`config.mk`:
```
export PLATFORM = sky130hd
export DESIGN_NAME = blackjack_game_ctrl_flat
export DESIGN_NICKNAME = d
export VERILOG_FILES = /design/src/rtl/blackjack_game_ctrl_if.sv /design/src/rtl/blackjack_game_ctrl.sv /design/src/flat_wrapper.sv
export SDC_FILE = /design/constraint.sdc
export NUM_CORES = 1
export LEC_CHECK = 0
export BUFFER_PORTS_ARGS = -buffer_cell sky130_fd_sc_hd__buf_4
export CORE_MARGIN = 10
export CORE_UTILIZATION = 33
export CTS_BUF_LIST = sky130_fd_sc_hd__clkbuf_16
export DETAILED_ROUTE_END_ITERATION = 8
export PLACE_DENSITY = 0.55
export SYNTH_ARGS = -nofsm -noshare
export SYNTH_HDL_FRONTEND = slang
export SYNTH_SLANG_ARGS = --single-unit
```
`constraint.sdc`:
```
create_clock -name clock -period 4.4 [get_ports clock]
set_input_delay 0.88 -clock clock [delete_from_list [all_inputs] [get_ports clock]]
set_output_delay 0.88 -clock clock [all_outputs]
set_load 0.1 [all_outputs]
```
`src/rtl/blackjack_game_ctrl_if.sv`:
```
// Signal bundle between the BlackJack game sequencer and its surroundings:
// player buttons, the card RNG, and the hex/LED display logic.
interface blackjack_game_ctrl_if #(
  parameter int SCORE_W = 8
);
  logic               deal;
  logic               hit;
  logic               stand;
  logic [4:0]         card_in;
  logic               draw_n;
  logic [4:0]         player_total;
  logic [4:0]         dealer_total;
  logic               dealer_reveal;
  logic [1:0]         result;
  logic               busy;
  logic [SCORE_W-1:0] wins;
  logic [SCORE_W-1:0] losses;

  // Buttons/RNG side drives requests and cards, observes game status.
  modport master (
    output deal, hit, stand, card_in,
    input  draw_n, player_total, dealer_total, dealer_reveal, result, busy, wins, losses
  );

  // The sequencer itself.
  modport slave (
    input  deal, hit, stand, card_in,
    output draw_n, player_total, dealer_total, dealer_reveal, result, busy, wins, losses
  );
endinterface

```
`src/rtl/blackjack_game_ctrl.sv`:
```
// BlackJack game sequencer: draws cards from the RNG, tracks both hands,
// runs deal / player / dealer phases and keeps saturating win/loss scores.
module blackjack_game_ctrl #(
  parameter int DEALER_STAND = 17,
  parameter int SCORE_W      = 8
) (
  input logic                  clock,
  input logic                  reset_n,
  blackjack_game_ctrl_if.slave bus
);

  localparam logic [2:0] IDLE        = 3'd0;
  localparam logic [2:0] DRAW_REQ    = 3'd1;
  localparam logic [2:0] DRAW_CAP    = 3'd2;
  localparam logic [2:0] PLAYER_TURN = 3'd3;
  localparam logic [2:0] DEALER_TURN = 3'd4;
  localparam logic [2:0] COMPARE     = 3'd5;
  localparam logic [2:0] RESULT      = 3'd6;

  // Which phase issued the current draw.
  localparam logic [1:0] CTX_DEAL   = 2'd0;
  localparam logic [1:0] CTX_PLAYER = 2'd1;
  localparam logic [1:0] CTX_DEALER = 2'd2;

  localparam logic [1:0] RES_NONE   = 2'b00;
  localparam logic [1:0] RES_PLAYER = 2'b01;
  localparam logic [1:0] RES_DEALER = 2'b10;
  localparam logic [1:0] RES_PUSH   = 2'b11;

  localparam logic [4:0]         STAND_AT  = 5'(DEALER_STAND);
  localparam logic [SCORE_W-1:0] SCORE_MAX = '1;

  logic [2:0]         state;
  logic [1:0]         ctx;
  logic [1:0]         deal_cnt;
  logic [4:0]         p_hard;
  logic               p_ace;
  logic [4:0]         d_hard;
  logic               d_ace;
  logic               reveal;
  logic [1:0]         result_q;
  logic [SCORE_W-1:0] wins_q;
  logic [SCORE_W-1:0] losses_q;

  logic       card_ok;
  logic       to_dealer;
  logic [4:0] sum_nx;
  logic       ace_nx;
  logic [4:0] eff_nx;
  logic [4:0] p_eff;
  logic [4:0] d_eff;

  // An ace counts 11 whenever that does not bust the hand.
  function automatic logic [4:0] eff_total(input logic [4:0] hard, input logic ace);
    return (ace && hard <= 5'd11) ? hard + 5'd10 : hard;
  endfunction

  assign p_eff = eff_total(p_hard, p_ace);
  assign d_eff = eff_total(d_hard, d_ace);

  // During the deal, even-numbered cards go to the player, odd to the dealer.
  always_comb begin
    // NOTE: every always_comb output gets a default first so no latch is inferred.
    to_dealer = 1'b0;
    sum_nx    = '0;
    ace_nx    = 1'b0;
    eff_nx    = '0;
    card_ok   = (bus.card_in != 5'd0) && (bus.card_in <= 5'd10);
    if (ctx == CTX_DEALER || (ctx == CTX_DEAL && deal_cnt[0])) to_dealer = 1'b1;
    if (to_dealer) begin
      sum_nx = d_hard + bus.card_in;
      ace_nx = d_ace | (bus.card_in == 5'd1);
    end else begin
      sum_nx = p_hard + bus.card_in;
      ace_nx = p_ace | (bus.card_in == 5'd1);
    end
    eff_nx = eff_total(sum_nx, ace_nx);
  end

  // NOTE: asynchronous reset in the sensitivity list; all state uses non-blocking assignment.
  always_ff @(posedge clock or negedge reset_n) begin
    if (!reset_n) begin
      state    <= IDLE;
      ctx      <= CTX_DEAL;
      deal_cnt <= '0;
      p_hard   <= '0;
      p_ace    <= 1'b0;
      d_hard   <= '0;
      d_ace    <= 1'b0;
      reveal   <= 1'b0;
      result_q <= RES_NONE;
      wins_q   <= '0;
      losses_q <= '0;
    end else begin
      case (state)
        IDLE, RESULT: begin
          if (bus.deal) begin
            p_hard   <= '0;
            p_ace    <= 1'b0;
            d_hard   <= '0;
            d_ace    <= 1'b0;
            reveal   <= 1'b0;
            result_q <= RES_NONE;
            deal_cnt <= '0;
            ctx      <= CTX_DEAL;
            state    <= DRAW_REQ;
          end
        end

        DRAW_REQ: state <= DRAW_CAP;

        DRAW_CAP: begin
          if (!card_ok) begin
            state <= DRAW_REQ;
          end else begin
            if (to_dealer) begin
              d_hard <= sum_nx;
              d_ace  <= ace_nx;
            end else begin
              p_hard <= sum_nx;
              p_ace  <= ace_nx;
            end
            case (ctx)
              CTX_DEAL: begin
                // Fourth card is the dealer's, so the player's hand is already final.
                if (deal_cnt == 2'd3) begin
                  if (p_eff == 5'd21) begin
                    reveal <= 1'b1;
                    state  <= DEALER_TURN;
                  end else begin
                    state  <= PLAYER_TURN;
                  end
                end else begin
                  deal_cnt <= deal_cnt + 2'd1;
                  state    <= DRAW_REQ;
                end
              end
              CTX_PLAYER: begin
                if (sum_nx > 5'd21) begin
                  reveal   <= 1'b1;
                  result_q <= RES_DEALER;
                  if (losses_q != SCORE_MAX) losses_q <= losses_q + 1'b1;
                  state    <= RESULT;
                end else if (eff_nx == 5'd21) begin
                  reveal <= 1'b1;
                  state  <= DEALER_TURN;
                end else begin
                  state <= PLAYER_TURN;
                end
              end
              default: begin
                if (sum_nx > 5'd21) begin
                  result_q <= RES_PLAYER;
                  if (wins_q != SCORE_MAX) wins_q <= wins_q + 1'b1;
                  state    <= RESULT;
                end else begin
                  state <= DEALER_TURN;
                end
              end
            endcase
          end
        end

        PLAYER_TURN: begin
          if (bus.stand) begin
            reveal <= 1'b1;
            state  <= DEALER_TURN;
          end else if (bus.hit) begin
            ctx   <= CTX_PLAYER;
            state <= DRAW_REQ;
          end
        end

        DEALER_TURN: begin
          reveal <= 1'b1;
          if (d_eff < STAND_AT) begin
            ctx   <= CTX_DEALER;
            state <= DRAW_REQ;
          end else begin
            state <= COMPARE;
          end
        end

        COMPARE: begin
          state <= RESULT;
          if (p_eff > d_eff) begin
            result_q <= RES_PLAYER;
            if (wins_q != SCORE_MAX) wins_q <= wins_q + 1'b1;
          end else if (d_eff > p_eff) begin
            result_q <= RES_DEALER;
            if (losses_q != SCORE_MAX) losses_q <= losses_q + 1'b1;
          end else begin
            result_q <= RES_PUSH;
          end
        end

        default: state <= IDLE;
      endcase
    end
  end

  assign bus.draw_n        = (state != DRAW_REQ);
  assign bus.player_total  = p_eff;
  assign bus.dealer_total  = d_eff;
  assign bus.dealer_reveal = reveal;
  assign bus.result        = result_q;
  assign bus.busy          = !(state == IDLE || state == PLAYER_TURN || state == RESULT);
  assign bus.wins          = wins_q;
  assign bus.losses        = losses_q;

endmodule

```
`src/flat_wrapper.sv`:
```
// flat-port wrapper written by rule: the top's interface ports become plain ports
module blackjack_game_ctrl_flat 
#(
  parameter int DEALER_STAND = 17,
  parameter int SCORE_W      = 8
)
  (clock, reset_n, bus_deal, bus_hit, bus_stand, bus_card_in, bus_draw_n, bus_player_total, bus_dealer_total, bus_dealer_reveal, bus_result, bus_busy, bus_wins, bus_losses);
  blackjack_game_ctrl_if #(.SCORE_W(SCORE_W)) bus_i ();
  input logic clock;
  input logic reset_n;
  input wire logic [$bits(bus_i.deal)-1:0] bus_deal;
  input wire logic [$bits(bus_i.hit)-1:0] bus_hit;
  input wire logic [$bits(bus_i.stand)-1:0] bus_stand;
  input wire logic [$bits(bus_i.card_in)-1:0] bus_card_in;
  output wire logic [$bits(bus_i.draw_n)-1:0] bus_draw_n;
  output wire logic [$bits(bus_i.player_total)-1:0] bus_player_total;
  output wire logic [$bits(bus_i.dealer_total)-1:0] bus_dealer_total;
  output wire logic [$bits(bus_i.dealer_reveal)-1:0] bus_dealer_reveal;
  output wire logic [$bits(bus_i.result)-1:0] bus_result;
  output wire logic [$bits(bus_i.busy)-1:0] bus_busy;
  output wire logic [$bits(bus_i.wins)-1:0] bus_wins;
  output wire logic [$bits(bus_i.losses)-1:0] bus_losses;
  assign bus_i.deal = bus_deal;
  assign bus_i.hit = bus_hit;
  assign bus_i.stand = bus_stand;
  assign bus_i.card_in = bus_card_in;
  assign bus_draw_n = bus_i.draw_n;
  assign bus_player_total = bus_i.player_total;
  assign bus_dealer_total = bus_i.dealer_total;
  assign bus_dealer_reveal = bus_i.dealer_reveal;
  assign bus_result = bus_i.result;
  assign bus_busy = bus_i.busy;
  assign bus_wins = bus_i.wins;
  assign bus_losses = bus_i.losses;
  blackjack_game_ctrl #(.DEALER_STAND(DEALER_STAND), .SCORE_W(SCORE_W)) u_core (.clock(clock), .reset_n(reset_n), .bus(bus_i));
endmodule
```
# Word-level counts from Yosys, hierarchy flattened
# Cells that the tools add are included.
[op_classes] eq_ne=37 n_reduce_logical=28 bitwise_logic=2 add_sub_neg=8 order_cmp=8 n_mux=69
[ops] cell="2-to-1 mux 8 bit" count=11
[ops] cell="2-to-1 mux 5 bit" count=9
[ops] cell="case mux 8 bit (2 select lines)" count=2
[ops] cell="2-to-1 mux 3 bit" count=9
[ops] cell="2-to-1 mux 2 bit" count=12
[ops] cell="<= comparator 5 x 4 -> 1 bit, second input constant" count=4
[ops] cell="case mux 5 bit (2 select lines)" count=2
[ops] cell="AND reduction 5 bit" count=4
[ops] cell="inequality test 2 bit, second input constant" count=9
[ops] cell="case mux 3 bit (6 select lines)" count=1
[ops] cell="adder 8 x 1 -> 8 bit, second input constant" count=2
[ops] cell="inequality test 2 x 1 -> 1 bit, second input constant" count=8
[ops] cell="inequality test 8 bit, second input constant" count=2
[ops] cell="adder 5 x 4 -> 5 bit, second input constant" count=3
[ops] cell="2-to-1 mux 1 bit" count=14
[ops] cell="case mux 2 bit (3 select lines)" count=2
[ops] cell="adder 5 bit" count=2
[ops] cell="equality test 5 bit, second input constant" count=2
[ops] cell="> comparator 5 bit" count=2
[ops] cell="equality test 3 bit, second input constant" count=3
[ops] cell="inequality test 3 bit, second input constant" count=3
[ops] cell="case mux 2 bit (2 select lines)" count=2
[ops] cell="AND reduction 4 bit" count=2
[ops] cell="AND reduction 8 bit" count=1
[ops] cell="other kinds (26)" count=41
[word_totals] in_bits=10 out_inout_bits=31 regBits=38 elab_cells=163

# Logic depth before layout (Yosys ltp)
[logic_depth] depth_word=14 mapped_depth=17

# Least setup slack after synthesis
# No wires, ideal clock.
[synth_path] kind="reg-to-reg" from="register u_core.d_hard[2]" to="register u_core.losses_q[1] (netlist: u_core.bus.losses[1])" setup_slack_ps=-698 arrival_ps=4970 setup_ps=129 stages_incl_launch_ff=12 path_cell_list="dfrtp_1 > inv_1 > ha_1 > a41o_1 > o21ai_0 > ha_1 > and4_1 > a32oi_1 > o21ai_0 > a311oi_2 > nand2_2 > mux2_1"
[synth_between] elab_chain_cells=6
[synth_rtl] element="start: declaration" line="blackjack_game_ctrl.sv:38" source="logic [4:0] d_hard;"
[synth_rtl] element="start signal: assignment" line="blackjack_game_ctrl.sv:117" source="d_hard <= sum_nx;"
[synth_rtl] element="<= comparator 5 x 4 -> 1 bit" line="blackjack_game_ctrl.sv:55" source="return (ace && hard <= 5'd11) ? hard + 5'd10 : hard;"
[synth_rtl] element="logical AND 1 bit" line="blackjack_game_ctrl.sv:55"
[synth_rtl] element="2-to-1 mux 5 bit (*)" line="blackjack_game_ctrl.sv:55"
[synth_rtl] element="net bus_dealer_total[2]" line="flat_wrapper.sv:17" source="output wire logic [$bits(bus_i.dealer_total)-1:0] bus_dealer_total;"
[synth_rtl] element="> comparator 5 bit, on equally long branches" line="blackjack_game_ctrl.sv:186, blackjack_game_ctrl.sv:189"
[synth_rtl] element="inequality test 2 bit (no source line) or inequality test 2 x 1 -> 1 bit (tied branches)"
[synth_rtl] element="AND reduction 6 bit (no source line) (*)"
[synth_rtl] element="end signal: assignment" line="blackjack_game_ctrl.sv:142" source="if (losses_q != SCORE_MAX) losses_q <= losses_q + 1'b1;"
[synth_rtl] element="end signal: assignment" line="blackjack_game_ctrl.sv:191" source="if (losses_q != SCORE_MAX) losses_q <= losses_q + 1'b1;"
[synth_rtl] element="end: declaration" line="blackjack_game_ctrl.sv:43" source="logic [SCORE_W-1:0] losses_q;"
# The timed path passes the listed nets; every way through them passes the cells marked *.
# A chain may end at the register's enable or synchronous reset.

# Worst setup path after layout
[layout_path] from="register u_core.ctx[0]" to="register u_core.wins_q[1] (netlist: u_core.bus.wins[1])"
[layout_between] elab_chain_cells=8
[layout_rtl] element="start: declaration" line="blackjack_game_ctrl.sv:34" source="logic [1:0] ctx;"
[layout_rtl] element="start signal: assignment" line="blackjack_game_ctrl.sv:84" source="ctx <= CTX_DEAL;"
[layout_rtl] element="start signal: assignment" line="blackjack_game_ctrl.sv:105" source="ctx <= CTX_DEAL;"
[layout_rtl] element="start signal: assignment" line="blackjack_game_ctrl.sv:169" source="ctx <= CTX_PLAYER;"
[layout_rtl] element="logical NOT 2 bit" line="blackjack_game_ctrl.sv:69, blackjack_game_ctrl.sv:123"
[layout_rtl] element="logical AND 1 bit" line="blackjack_game_ctrl.sv:69" source="if (ctx == CTX_DEALER || (ctx == CTX_DEAL && deal_cnt[0])) to_dealer = 1'b1;"
[layout_rtl] element="logical OR 1 bit" line="blackjack_game_ctrl.sv:69"
[layout_rtl] element="2-to-1 mux 1 bit" line="blackjack_game_ctrl.sv:69"
[layout_rtl] element="2-to-1 mux 5 bit" line="blackjack_game_ctrl.sv:70" source="if (to_dealer) begin"
[layout_rtl] element="> comparator 5 bit" line="blackjack_game_ctrl.sv:152" source="if (sum_nx > 5'd21) begin"
[layout_rtl] element="inequality test 2 x 1 -> 1 bit (no source line)"
[layout_rtl] element="AND reduction 5 bit (no source line) (*)"
[layout_rtl] element="end signal: assignment" line="blackjack_game_ctrl.sv:154" source="if (wins_q != SCORE_MAX) wins_q <= wins_q + 1'b1;"
[layout_rtl] element="end signal: assignment" line="blackjack_game_ctrl.sv:188" source="if (wins_q != SCORE_MAX) wins_q <= wins_q + 1'b1;"
[layout_rtl] element="end: declaration" line="blackjack_game_ctrl.sv:42" source="logic [SCORE_W-1:0] wins_q;"
# Every way passes the cells marked *; elsewhere a longest branch is shown, timed or not.

==> qor_table.md <==
| Group | Metric | Reported |
|---|---|---|
| logic synthesis | Mapped Avg Cell Area | 8.83 um2 |
| logic synthesis | Synth Area in Compound Gates | 0.201 |
| finish | Reg area | 951 um2 |
| sta | Unrepaired setup endpoints after global routing | no |
| global route | Global-route wire length before repair | 12,700 um |
| die | Core region area | 8680 um2 |
| logic synthesis | Post-Syn Area | 2920 um2 |
| die | Number of placed I/O pins | 41 |
| logic synthesis | Mapped Cells | 331 |
| cts | Setup repair bufs after CTS | 0 |
| sta | Worst Tran Pin Value | 0.652 ns |
| logic synthesis | Sequential area share after synthesis | 0.325 |
| logic synthesis | Area fraction in and, or, nand and nor cells after synthesis | 0.228 |
| logic synthesis | Most repeated cell in the gate-level netlist after synthesis | dfrtp_1 |
| sta | # setup viols final | 0 |
| logic synthesis | Synth top cells by count | dfrtp_1 (38), nand2_1 (32), o21ai_0 (24), ha_1 (20), nor2_1 (20) |
| sta | Final slew viol count | 0 |
| logic synthesis | Post-synth ARST share | 1.00 |
| routing | Total Routed Length | 7480 um |
| die | Std-Cell Rows | 34 |
| cts | Hold_buf cts | 0 |
| logic synthesis | Unique cell type count in the Yosys netlist | 59 |
| die | Initial standard-cell utilization of the core | 0.337 |
| critical path | Minimum setup slack among reg-to-reg paths | 0.54 ns |
| global route | Global-route usage over all layers | 0.116 |
| placed design | GP Congestion | 0.814 |
| logic synthesis | Dominant combinational cell family by area after synthesis | simple AND/OR/NAND/NOR gates |
| cts | Number of clock sinks seen by CTS | 38 |
| sta | Minimum hold slack | 0.495 ns |
| logic synthesis | Post-synth net total | 362 |
| sta | Worst rel slew slack | 0.558 |
| run status | Outcome | finished clean |
| finish | Number of inserted diodes | 0 |
| cts | Deepest clock path buffer count | 2 |
| cts | Number of H-tree branching levels | 2 |
| die | Chip height | 114 um |
| critical path | Signal arrival time at the worst endpoint | 4.02 ns |
| sta | Final worst clock skew | 0.00285 ns |
| logic synthesis | Leading area contributor after synthesis | dfrtp_1 |
| critical path | Worst endpoint required time | 4.56 ns |
| logic synthesis | Most used DFF post-synth | dfrtp_1 |
| critical path | Critical Path End Type | flop |
| sta | Clock period minus final worst setup slack | 3.86 ns |
| logic synthesis | Synth Register Bits | 38 |
| logic synthesis | Adder-cell area share of the yosys netlist | 0.0925 |
| logic synthesis | Synth Warn # | 0 |
| global route | Number of global-route vias before repair | 2,536 |
| placed design | DPL Wire Length | 5750 um |
| sta | Sum of negative setup slack | 0 ns |
| critical path | Class of the most critical setup path | reg2reg |
| cts | Post-cts resize count | 0 |
| global route | Number of antenna violations at the first check in global routing | 0 |
| placed design | Number of I/O port buffers | 40 |
| routing | DRT iter0 DRCs | 150 |
| finish | Number of fill cells | 910 |
| global route | Pin count of the biggest net entering global routing | 39 |
| logic synthesis | XOR/XNOR Fraction of Synth Area | 0.0646 |
| global route | Final global-route overflow total | 0 |
| hold path | Path class of the lowest-slack min-delay path | reg2reg |
| cts | Clk Latency, worst-skew pair | 0.27 ns |
| routing | Via count of the routed design | 2,514 |
| logic synthesis | Number of flops mapped to enable cells by yosys | 0 |
| finish | Area overhead of the layout relative to synthesis | 17.7% |
| die | Die Outline Area | 13,000 um2 |
| cts | Clock buffers created by TritonCTS | 5 |
| sta | Final Hold Fails | 0 |
| finish | Multi-input logic area | 1850 um2 |
| cts | TritonCTS clock tree | built |
| sta | Period Utilization, post-route | 0.877 |
| die | Die width | 114 um |
| finish | Final layout net count | 395 |
| logic synthesis | Mux contribution to synthesized area | 0.0420 |
| critical path | Crit Path Max Fanout | 15 |
| routing | Number of optimization iterations in the first detailed-route pass | 4 |
| logic synthesis | Top post-synthesis cells by area | dfrtp_1 (33%), ha_1 (8.6%), xnor2_1 (4.8%) |
| critical path | Type of origin of the critical path | flop |
| cts | Clock transition at the registers of the reported paths | 0.06 ns |
| routing | Remaining antenna violation count | 0 |
| routing | Drt via density | 5.32 |
| cts | Clock tree root driver cell | clkbuf_16 |
| routing | Drc violations | 0 |
| finish | Final cell count without fillers | 473 |
| sta | Fmax | 259 MHz |
| routing | Routed wire per std cell | 15.8 um |
| finish | Share of final-layout standard cells stronger than drive strength 1 | 0.200 |
| logic synthesis | Area share of the largest cell type after synthesis | 0.325 |
| job | Number of maximum-capacitance violations | 0 |
| placed design | Cell count after placement | 465 |
-- logic make-up after synthesis --
family / count (synthesis)
simple gates: 125
compound gates: 86
flops: 38
buf+inv: 31
fa+ha+maj: 21
xor+xnor: 19
mux: 11
-- metal layers --
layer / global-route usage / part of all wire
met2: 0.188 / 0.47
met1: 0.156 / 0.48
met4: 0.0234 / 0.0095
met3: 0.0236 / 0.042
met5: 0 / 0
-- sequential cells by signal, indices dropped and copies added, names as in the netlist --
register / flops
u_core.bus.losses: 8
u_core.bus.wins: 8
u_core.d_hard: 5
u_core.p_hard: 5
u_core.state: 3
u_core.bus.result: 2
u_core.ctx: 2
u_core.deal_cnt: 2
u_core.bus.dealer_reveal: 1
u_core.d_ace: 1
u_core.p_ace: 1
-- placed cells by master, fill, tap and decap left out, types with 3 or more instances in the layout --
cell type	synthesis	layout
nor3b_1	4	4
a31oi_1	5	5
o21bai_1	3	3
nand2b_1	8	8
ha_1	20	20
a21oi_1	16	16
buf_4	3	41
o21ai_2	3	3
or3_1	4	4
and3_1	9	9
a21o_1	7	7
inv_1	15	16
or2_2	3	3
nor2_1	20	20
xnor2_1	16	14
nand3_1	13	13
dfrtp_1	38	38
nand4_1	5	5
nor3_1	6	6
nor4_1	3	3
a211o_1	3	3
mux2_2	9	9
o21ai_0	24	23
clkbuf_16	0	5
nor2b_1	5	5
nand2_1	32	32
o31ai_1	5	5
-- worst paths after layout --
kind,from,to,depth (start not counted)
worst max-delay path,u_core.ctx[0]$_DFFE_PN0P_,u_core.bus.wins[1]$_DFFE_PN0P_,15
worst min-delay path,u_core.bus.losses[4]$_DFFE_PN0P_,u_core.bus.losses[4]$_DFFE_PN0P_,1
worst max register to register,u_core.ctx[0]$_DFFE_PN0P_,u_core.bus.wins[1]$_DFFE_PN0P_,15
worst min register to register,u_core.bus.losses[4]$_DFFE_PN0P_,u_core.bus.losses[4]$_DFFE_PN0P_,1
max in group asynchronous,reset_n,u_core.ctx[0]$_DFFE_PN0P_,1
min in group asynchronous,reset_n,u_core.bus.losses[5]$_DFFE_PN0P_,1
-- per-stage QoR --
| step | utilization | instance area, um2 | setup slack, ns |
|---|---|---|---|
| floorplan | - | 2940 | 0.0436 |
| global placement | 0.381 | 3300 | 0.662 |
| detailed placement | 0.381 | 3300 | 0.523 |
| CTS | 0.396 | 3440 | 0.515 |
| global route | 0.396 | 3440 | 0.185 |
| finish | 0.396 | 3440 | 0.541 |
-- final cells by class --
cell class | instances | area share
clock inverters | 3 | 0.00364
well taps | 108 | 0.0393
flip-flops and latches | 38 | 0.276
multi-input cells | 262 | 0.537
inverters | 16 | 0.0175
clock buffers | 5 | 0.0364
repair buffers | 41 | 0.0895
-- worst max-delay path, cell delays in order, from the launching register on --
cell	delay, ns
dfrtp_1	0.49
o21bai_1	0.21
buf_4	0.18
o21ai_0	0.17
ha_1	0.18
inv_1	0.05
fa_1	0.43
xor2_2	0.25
inv_2	0.12
ha_1	0.21
a21oi_1	0.07
a31oi_1	0.14
a21oi_1	0.11
o31ai_4	0.61
nand2_1	0.20
mux2_2	0.31
Power is left out: the tool's default activity adds up to more than one toggle a clock period on the data nets, which glitch-free logic cannot reach.
